$ cat src/rtl/floor_sched_pkg.sv
// Shared types and constants for the floor request scheduler.
package floor_sched_pkg;

  typedef enum logic [1:0] {
    ST_IDLE,
    ST_SELECT,
    ST_SERVE,
    ST_DOOR
  } sched_state_t;

  localparam logic DIR_UP   = 1'b0;
  localparam logic DIR_DOWN = 1'b1;

  localparam int DEFAULT_NUM_FLOORS = 10;
  localparam int DEFAULT_FLOOR_W    = 4;

endpackage

$ cat src/rtl/button_conditioner.sv
// One call button: 2-flop synchronizer, optional debounce (FLOOR_SCHED_DEBOUNCE_EN),
// rising-edge detect producing a single-cycle press pulse.
module button_conditioner #(
  parameter int DEBOUNCE_CYCLES = 4
) (
  input  logic clk,
  input  logic reset,
  input  logic btn,
  output logic press
);

  logic sync1;
  logic sync2;
  logic level;
  logic level_d;

  if (DEBOUNCE_CYCLES < 1) begin : g_bad_cfg
    $error("button_conditioner: DEBOUNCE_CYCLES must be at least 1");
  end

  always_ff @(posedge clk or posedge reset) begin
    if (reset) begin
      sync1 <= 1'b0;
      sync2 <= 1'b0;
    end else begin
      sync1 <= btn;
      sync2 <= sync1;
    end
  end

`ifdef FLOOR_SCHED_DEBOUNCE_EN
  localparam int CNT_W = (DEBOUNCE_CYCLES > 1) ? $clog2(DEBOUNCE_CYCLES) : 1;
  localparam logic [CNT_W-1:0] CNT_LAST = CNT_W'(DEBOUNCE_CYCLES - 1);

  logic [CNT_W-1:0] stable_cnt;
  logic             db_level;

  // The filtered level only follows the synchronized input after it has
  // differed from it for DEBOUNCE_CYCLES consecutive samples.
  always_ff @(posedge clk or posedge reset) begin
    if (reset) begin
      db_level   <= 1'b0;
      stable_cnt <= '0;
    end else if (sync2 == db_level) begin
      stable_cnt <= '0;
    end else if (stable_cnt == CNT_LAST) begin
      db_level   <= sync2;
      stable_cnt <= '0;
    end else begin
      stable_cnt <= stable_cnt + 1'b1;
    end
  end

  assign level = db_level;
`else
  assign level = sync2;
`endif

  always_ff @(posedge clk or posedge reset) begin
    if (reset) begin
      level_d <= 1'b0;
    end else begin
      level_d <= level;
    end
  end

  assign press = level & ~level_d;

endmodule

$ cat src/rtl/floor_request_scheduler.sv
// SCAN floor request scheduler: latches call buttons and feeds targets to the elevator FSM.
// Defining FLOOR_SCHED_DEBOUNCE_EN adds a debounce filter to every button path.
module floor_request_scheduler
  import floor_sched_pkg::*;
#(
  parameter int NUM_FLOORS      = DEFAULT_NUM_FLOORS,
  parameter int FLOOR_W         = DEFAULT_FLOOR_W,
  parameter int DWELL_CYCLES    = 16,
  parameter int DEBOUNCE_CYCLES = 4
) (
  input  logic                  clk,
  input  logic                  reset,
  input  logic [NUM_FLOORS-1:0] call_btn,
  input  logic [FLOOR_W-1:0]    current_floor,
  input  logic                  car_idle,
  output logic [FLOOR_W-1:0]    requested_floor,
  output logic                  req_valid,
  output logic [NUM_FLOORS-1:0] pending,
  output logic                  door_open
);

  localparam int DWELL_W = (DWELL_CYCLES > 1) ? $clog2(DWELL_CYCLES) : 1;
  localparam logic [DWELL_W-1:0] DWELL_LOAD  = DWELL_W'(DWELL_CYCLES - 1);
  localparam logic [FLOOR_W:0]   FLOOR_LIMIT = (FLOOR_W + 1)'(NUM_FLOORS);

  if (NUM_FLOORS < 1 || NUM_FLOORS > 16 || DWELL_CYCLES < 1 || (1 << FLOOR_W) < NUM_FLOORS)
  begin : g_bad_cfg
    $error("floor_request_scheduler: unsupported parameter set");
  end

  sched_state_t          state;
  logic                  dir;
  logic [DWELL_W-1:0]    dwell_cnt;
  logic [NUM_FLOORS-1:0] press;
  logic [NUM_FLOORS-1:0] cur_hit;
  logic [NUM_FLOORS-1:0] door_mask;
  logic [NUM_FLOORS-1:0] clear_mask;
  logic [NUM_FLOORS-1:0] pending_next;
  logic                  cur_valid;
  logic                  arrive;
  logic                  door_press;
  logic [FLOOR_W:0]      fwd_hit;
  logic [FLOOR_W:0]      rev_hit;
  logic [FLOOR_W:0]      retarget_hit;

  for (genvar i = 0; i < NUM_FLOORS; i++) begin : g_btn
    button_conditioner #(
      .DEBOUNCE_CYCLES(DEBOUNCE_CYCLES)
    ) u_cond (
      .clk  (clk),
      .reset(reset),
      .btn  (call_btn[i]),
      .press(press[i])
    );
  end

  // Nearest set bit inside [lo, hi]; returns {found, floor}.
  function automatic logic [FLOOR_W:0] nearest(input logic [NUM_FLOORS-1:0] req,
                                               input int lo, input int hi,
                                               input logic go_down);
    logic [FLOOR_W:0] hit;
    hit = '0;
    if (go_down) begin
      for (int i = 0; i < NUM_FLOORS; i++)
        if (req[i] && i >= lo && i <= hi) hit = {1'b1, FLOOR_W'(i)};
    end else begin
      for (int i = NUM_FLOORS - 1; i >= 0; i--)
        if (req[i] && i >= lo && i <= hi) hit = {1'b1, FLOOR_W'(i)};
    end
    return hit;
  endfunction

  function automatic logic [FLOOR_W:0] scan_from(input logic [NUM_FLOORS-1:0] req,
                                                 input int from, input logic go_down);
    return go_down ? nearest(req, 0, from, 1'b1) : nearest(req, from, NUM_FLOORS - 1, 1'b0);
  endfunction

  always_comb begin
    cur_valid = ({1'b0, current_floor} < FLOOR_LIMIT);
    cur_hit   = '0;
    for (int i = 0; i < NUM_FLOORS; i++) cur_hit[i] = (int'(current_floor) == i);

    arrive     = cur_valid && (state == ST_SERVE) && car_idle && (current_floor == requested_floor);
    door_mask  = (cur_valid && state == ST_DOOR) ? cur_hit : '0;
    clear_mask = arrive ? cur_hit : '0;
    door_press = |(press & door_mask);
    // A clear beats a same-cycle press of that floor; current-floor presses during DOOR are dropped.
    pending_next = (pending | (press & ~door_mask)) & ~clear_mask;

    fwd_hit = scan_from(pending, int'(current_floor), dir);
    rev_hit = scan_from(pending, int'(current_floor), ~dir);
    if (dir == DIR_UP)
      retarget_hit = nearest(press, int'(current_floor) + 1, int'(requested_floor) - 1, 1'b0);
    else
      retarget_hit = nearest(press, int'(requested_floor) + 1, int'(current_floor) - 1, 1'b1);
  end

  always_ff @(posedge clk or posedge reset) begin
    if (reset) begin
      state           <= ST_IDLE;
      dir             <= DIR_UP;
      requested_floor <= '0;
      req_valid       <= 1'b0;
      door_open       <= 1'b0;
      dwell_cnt       <= '0;
      pending         <= '0;
    end else begin
      pending <= pending_next;
      if (!cur_valid) begin
        state           <= ST_IDLE;
        req_valid       <= 1'b0;
        door_open       <= 1'b0;
        requested_floor <= current_floor;
      end else begin
        case (state)
          ST_IDLE: begin
            requested_floor <= current_floor;
            if (|pending) state <= ST_SELECT;
          end
          ST_SELECT: begin
            if (fwd_hit[FLOOR_W]) begin
              requested_floor <= fwd_hit[FLOOR_W-1:0];
              req_valid       <= 1'b1;
              state           <= ST_SERVE;
            end else if (rev_hit[FLOOR_W]) begin
              dir             <= ~dir;
              requested_floor <= rev_hit[FLOOR_W-1:0];
              req_valid       <= 1'b1;
              state           <= ST_SERVE;
            end else begin
              state <= ST_IDLE;
            end
          end
          ST_SERVE: begin
            if (arrive) begin
              req_valid       <= 1'b0;
              door_open       <= 1'b1;
              dwell_cnt       <= DWELL_LOAD;
              requested_floor <= current_floor;
              state           <= ST_DOOR;
            end else if (retarget_hit[FLOOR_W]) begin
              requested_floor <= retarget_hit[FLOOR_W-1:0];
            end
          end
          ST_DOOR: begin
            requested_floor <= current_floor;
            if (door_press) begin
              dwell_cnt <= DWELL_LOAD;
            end else if (dwell_cnt == '0) begin
              door_open <= 1'b0;
              state     <= (|pending) ? ST_SELECT : ST_IDLE;
            end else begin
              dwell_cnt <= dwell_cnt - 1'b1;
            end
          end
          default: state <= ST_IDLE;
        endcase
      end
    end
  end

endmodule

$ cat config.mk
export PLATFORM = sky130hd
export DESIGN_NAME = floor_request_scheduler
export DESIGN_NICKNAME = d
export VERILOG_FILES = /design/src/rtl/floor_sched_pkg.sv /design/src/rtl/button_conditioner.sv /design/src/rtl/floor_request_scheduler.sv
export SDC_FILE = /design/constraint.sdc
export NUM_CORES = 1
export LEC_CHECK = 0
export ABC_CLOCK_PERIOD_IN_PS = 5000
export CORE_ASPECT_RATIO = 0.8
export CORE_MARGIN = 1
export CORE_UTILIZATION = 36
export DETAILED_ROUTE_END_ITERATION = 8
export GPL_ROUTABILITY_DRIVEN = 0
export HOLD_SLACK_MARGIN = 0.12
export PLACE_DENSITY_LB_ADDON = 0.12
export SLEW_MARGIN = 20
export SYNTH_ARGS = -nofsm -noshare
export SYNTH_HDL_FRONTEND = slang
export SYNTH_HIERARCHICAL = 1
export SYNTH_SLANG_ARGS = --single-unit
$ cat constraint.sdc
create_clock -name clk -period 5 [get_ports clk]
set_input_delay 0.75 -clock clk [delete_from_list [all_inputs] [get_ports clk]]
set_output_delay 0.75 -clock clk [all_outputs]
set_load 0.02 [all_outputs]
==> flow_summary.toml <==
[critical_path]
reg2reg_slack_ns = 1.21
path_cells = "clkdlybuf4s50_1 > ha_1 > xnor2_1 > o311ai_0 > a41o_1 > and3_1 > a41oi_2 > and2_4 > mux2_4"
slowest_stage = "o311ai_0"
end_kind = "flip-flop"
slowest_delay_ns = 0.82
worstPathArrival_ns = 4.20
cp-start-kind = "input port"
worstSetupPathType = "in2reg"
critPathMaxFanout = 17
crit_required_ns = 5.19

[place]
portBuffers = 32
placed_cells_incl_taps = 732
hpwl_um = 10800

[clock_network]
cts_buffers = 5
htreeDepth = 2
cts_setup_buffers = 0
root_buffer = "clkbuf_16"
clock_path_buffers = 2
cts_hold_buf = 0
cts-resized-gates = 0
cts.sinks = 53
cts.clk_slew.worst_paths_ns = 0.07
cts_tree = "done"
worstSkewPairLatency_ns = 0.31

[sta]
rsz0062_at_grt = "no"
fmax_mhz = 250
max-slew-margin-rel_pct = 40.2
finalCritPeriodShare_pct = 80.1
period_needed_ns = 4.01
clock_skew_ns = 0.00742
slew_viol_final = 0
hold_viol = 0
tightest_slew_ns = 0.886
fin_tns_setup_ns = 0
setup_viol = 0

[die]
die_area_um2 = 13400
die_y_um = 104
start_util_pct = 37.5
io_pins = 33
placement_rows = 36
die_width_um = 129
core_area_um2 = 12400

[synthesis]
ys_ff_latch = 53
yosys_warnings = 6
synth_top_area_share_pct = 28.6
syn-num-nets = 594
synth_flop_cell = "dfrtp_1"
yosys-top-cells-area = "dfrtp_1, ha_1, o21ai_0"
synth_most_common_cell = "dfrtp_1"
synthArstFlopShare_pct = 100
avgSynthCellArea_um2 = 8.36
yosys.cell_types.count = 88
synth_edf_count = 0
synthCells = 555
ys_top_cells_by_count = "dfrtp_1, nor2_1, nand2_1"
syn_area_um2 = 4640
yosysSeqAreaShare_pct = 28.6
netlist.top_cell.by_area = "dfrtp_1"

[layout]
multi_input_area_um2 = 2960
seq_area_um2 = 1330
diodes = 0
nets = 607
drive_gt1_share_pct = 9.67
fillers = 1270
stdcell_count = 740
final_util_pct = 41.8
area_delta_synth_final_pct = 11.6

[routing]
viasPerCell = 5.98
first_pass_iters = 5
routed-via-count = 4426
drcViolationCount = 0
routed_wl_um = 14500
drt-initial-drc-count = 519
antenna_left = 0
post_drt_wl_per_cell_um = 19.6

[run_status]
outcome = "completed"

[pwr]
ir_worst_vdd_v = 0.000186
p_per_area_nw_per_um2 = 402
p_leak_nw = 2.01
power_mw = 2.08

[hold_path]
min_path_type = "reg2reg"

[grt]
grt_antenna_before_repair = 0
grt_overflow = 0
grtUsageTotal_pct = 22.7
grt_max_degree = 36
grt_pass1_vias = 4116
grt_pass1_wl_um = 23300

[job]
maxCapViolations = 0
-- flip-flops by register name, indices dropped and copies added (netlist names) --
register / cells
g_btn.u_cond/level: 10
g_btn.u_cond/level_d: 10
g_btn.u_cond/sync1: 10
pending: 10
dwell_cnt: 4
requested_floor: 4
state: 2
dir: 1
door_open: 1
req_valid: 1
-- layout by cell type (no fill, tap or decap), types with 5 or more instances in the layout --
cell type and instances:
a211oi_1 6, a21oi_1 34, a31oi_1 16, buf_4 13, clkbuf_16 5, clkdlybuf4s50_1 32, dfrtp_1 53, ha_1 22
inv_1 29, nand2_1 42, nand2b_1 10, nand3_1 14, nand4_1 7, nor2_1 45, nor2b_1 8, nor2b_4 10
nor3_1 11, nor4_1 10, o211ai_1 9, o21a_1 5, o21ai_0 38, o22ai_1 6, o31ai_1 7, or3_1 5
xnor2_1 5
-- critical path: cells and delay by family --
family          cells  cell delay (ns)
mux                 1             0.29
simple gates        2             0.38
compound gates      3             1.27
fa+ha+maj           1             0.65
xor+xnor            1             0.24
buf+inv             1             0.61
-- final cells by class --
type | count | area share (%)
Clock buffer | 5 | 2.42
Multi-Input combinational cell | 432 | 57.1
Clock inverter | 3 | 0.483
Sequential cell | 53 | 25.6
Timing Repair Buffer | 45 | 8.07
Inverter | 31 | 2.25
Tap cell | 171 | 4.13
-- kinds of logic (layout without fill, tap and decap cells) --
kind of cell	count (synthesis)	after routing	share of synthesized area [%]
buf+inv	70	84	7.74
mux	6	6	1.43
fa+ha+maj	22	22	5.93
simple gates	205	205	25.7
compound gates	190	190	28.9
xor+xnor	9	9	1.70
flops	53	53	28.6
-- metrics by stage --
step | hold WS [ns] | area (um^2) | setup slack (ns)
6_report | 0.346 | 5180 | 0.994
5_1_grt | 0.354 | 5180 | 0.750
4_1_cts | 0.347 | 5180 | 1.11
3_5_place_dp | 0.335 | 5030 | 0.787
3_3_place_gp | 0.333 | 5030 | 0.827
2_1_floorplan | 0.331 | 4640 | 1.22
-- routing by layer --
metal  global-route usage (%)  up-vias  part of all wire (%)
met3                     5.17       23                   9.0
met2                     31.1      207                    40
met4                     5.71        0                   1.8
met5                        0        -                     0
met1                     35.1     2100                    49
li1                         -     2096                     -
-- report_power, final --
part | switching [mW] | internal (mW)
logic | 0.718 | 0.444
clock network | 0.168 | 0.189
registers | 0.0792 | 0.483
-- path summary, 6_finish.rpt --
| check | start | endpoint | cells after the start |
|---|---|---|---|
| max | current_floor[1] | requested_floor[3] | 9 |
| min | g_btn[3].u_cond/sync1 | g_btn[3].u_cond/level | 0 |
| max reg2reg | requested_floor[0] | requested_floor[1] | 12 |
| min reg2reg | g_btn[3].u_cond/sync1 | g_btn[3].u_cond/level | 0 |
| max in group asynchronous | reset | pending[0] | 2 |
| min in group asynchronous | reset | g_btn[5].u_cond/level | 2 |
No activity file was read; power rests on OpenSTA's default activity.
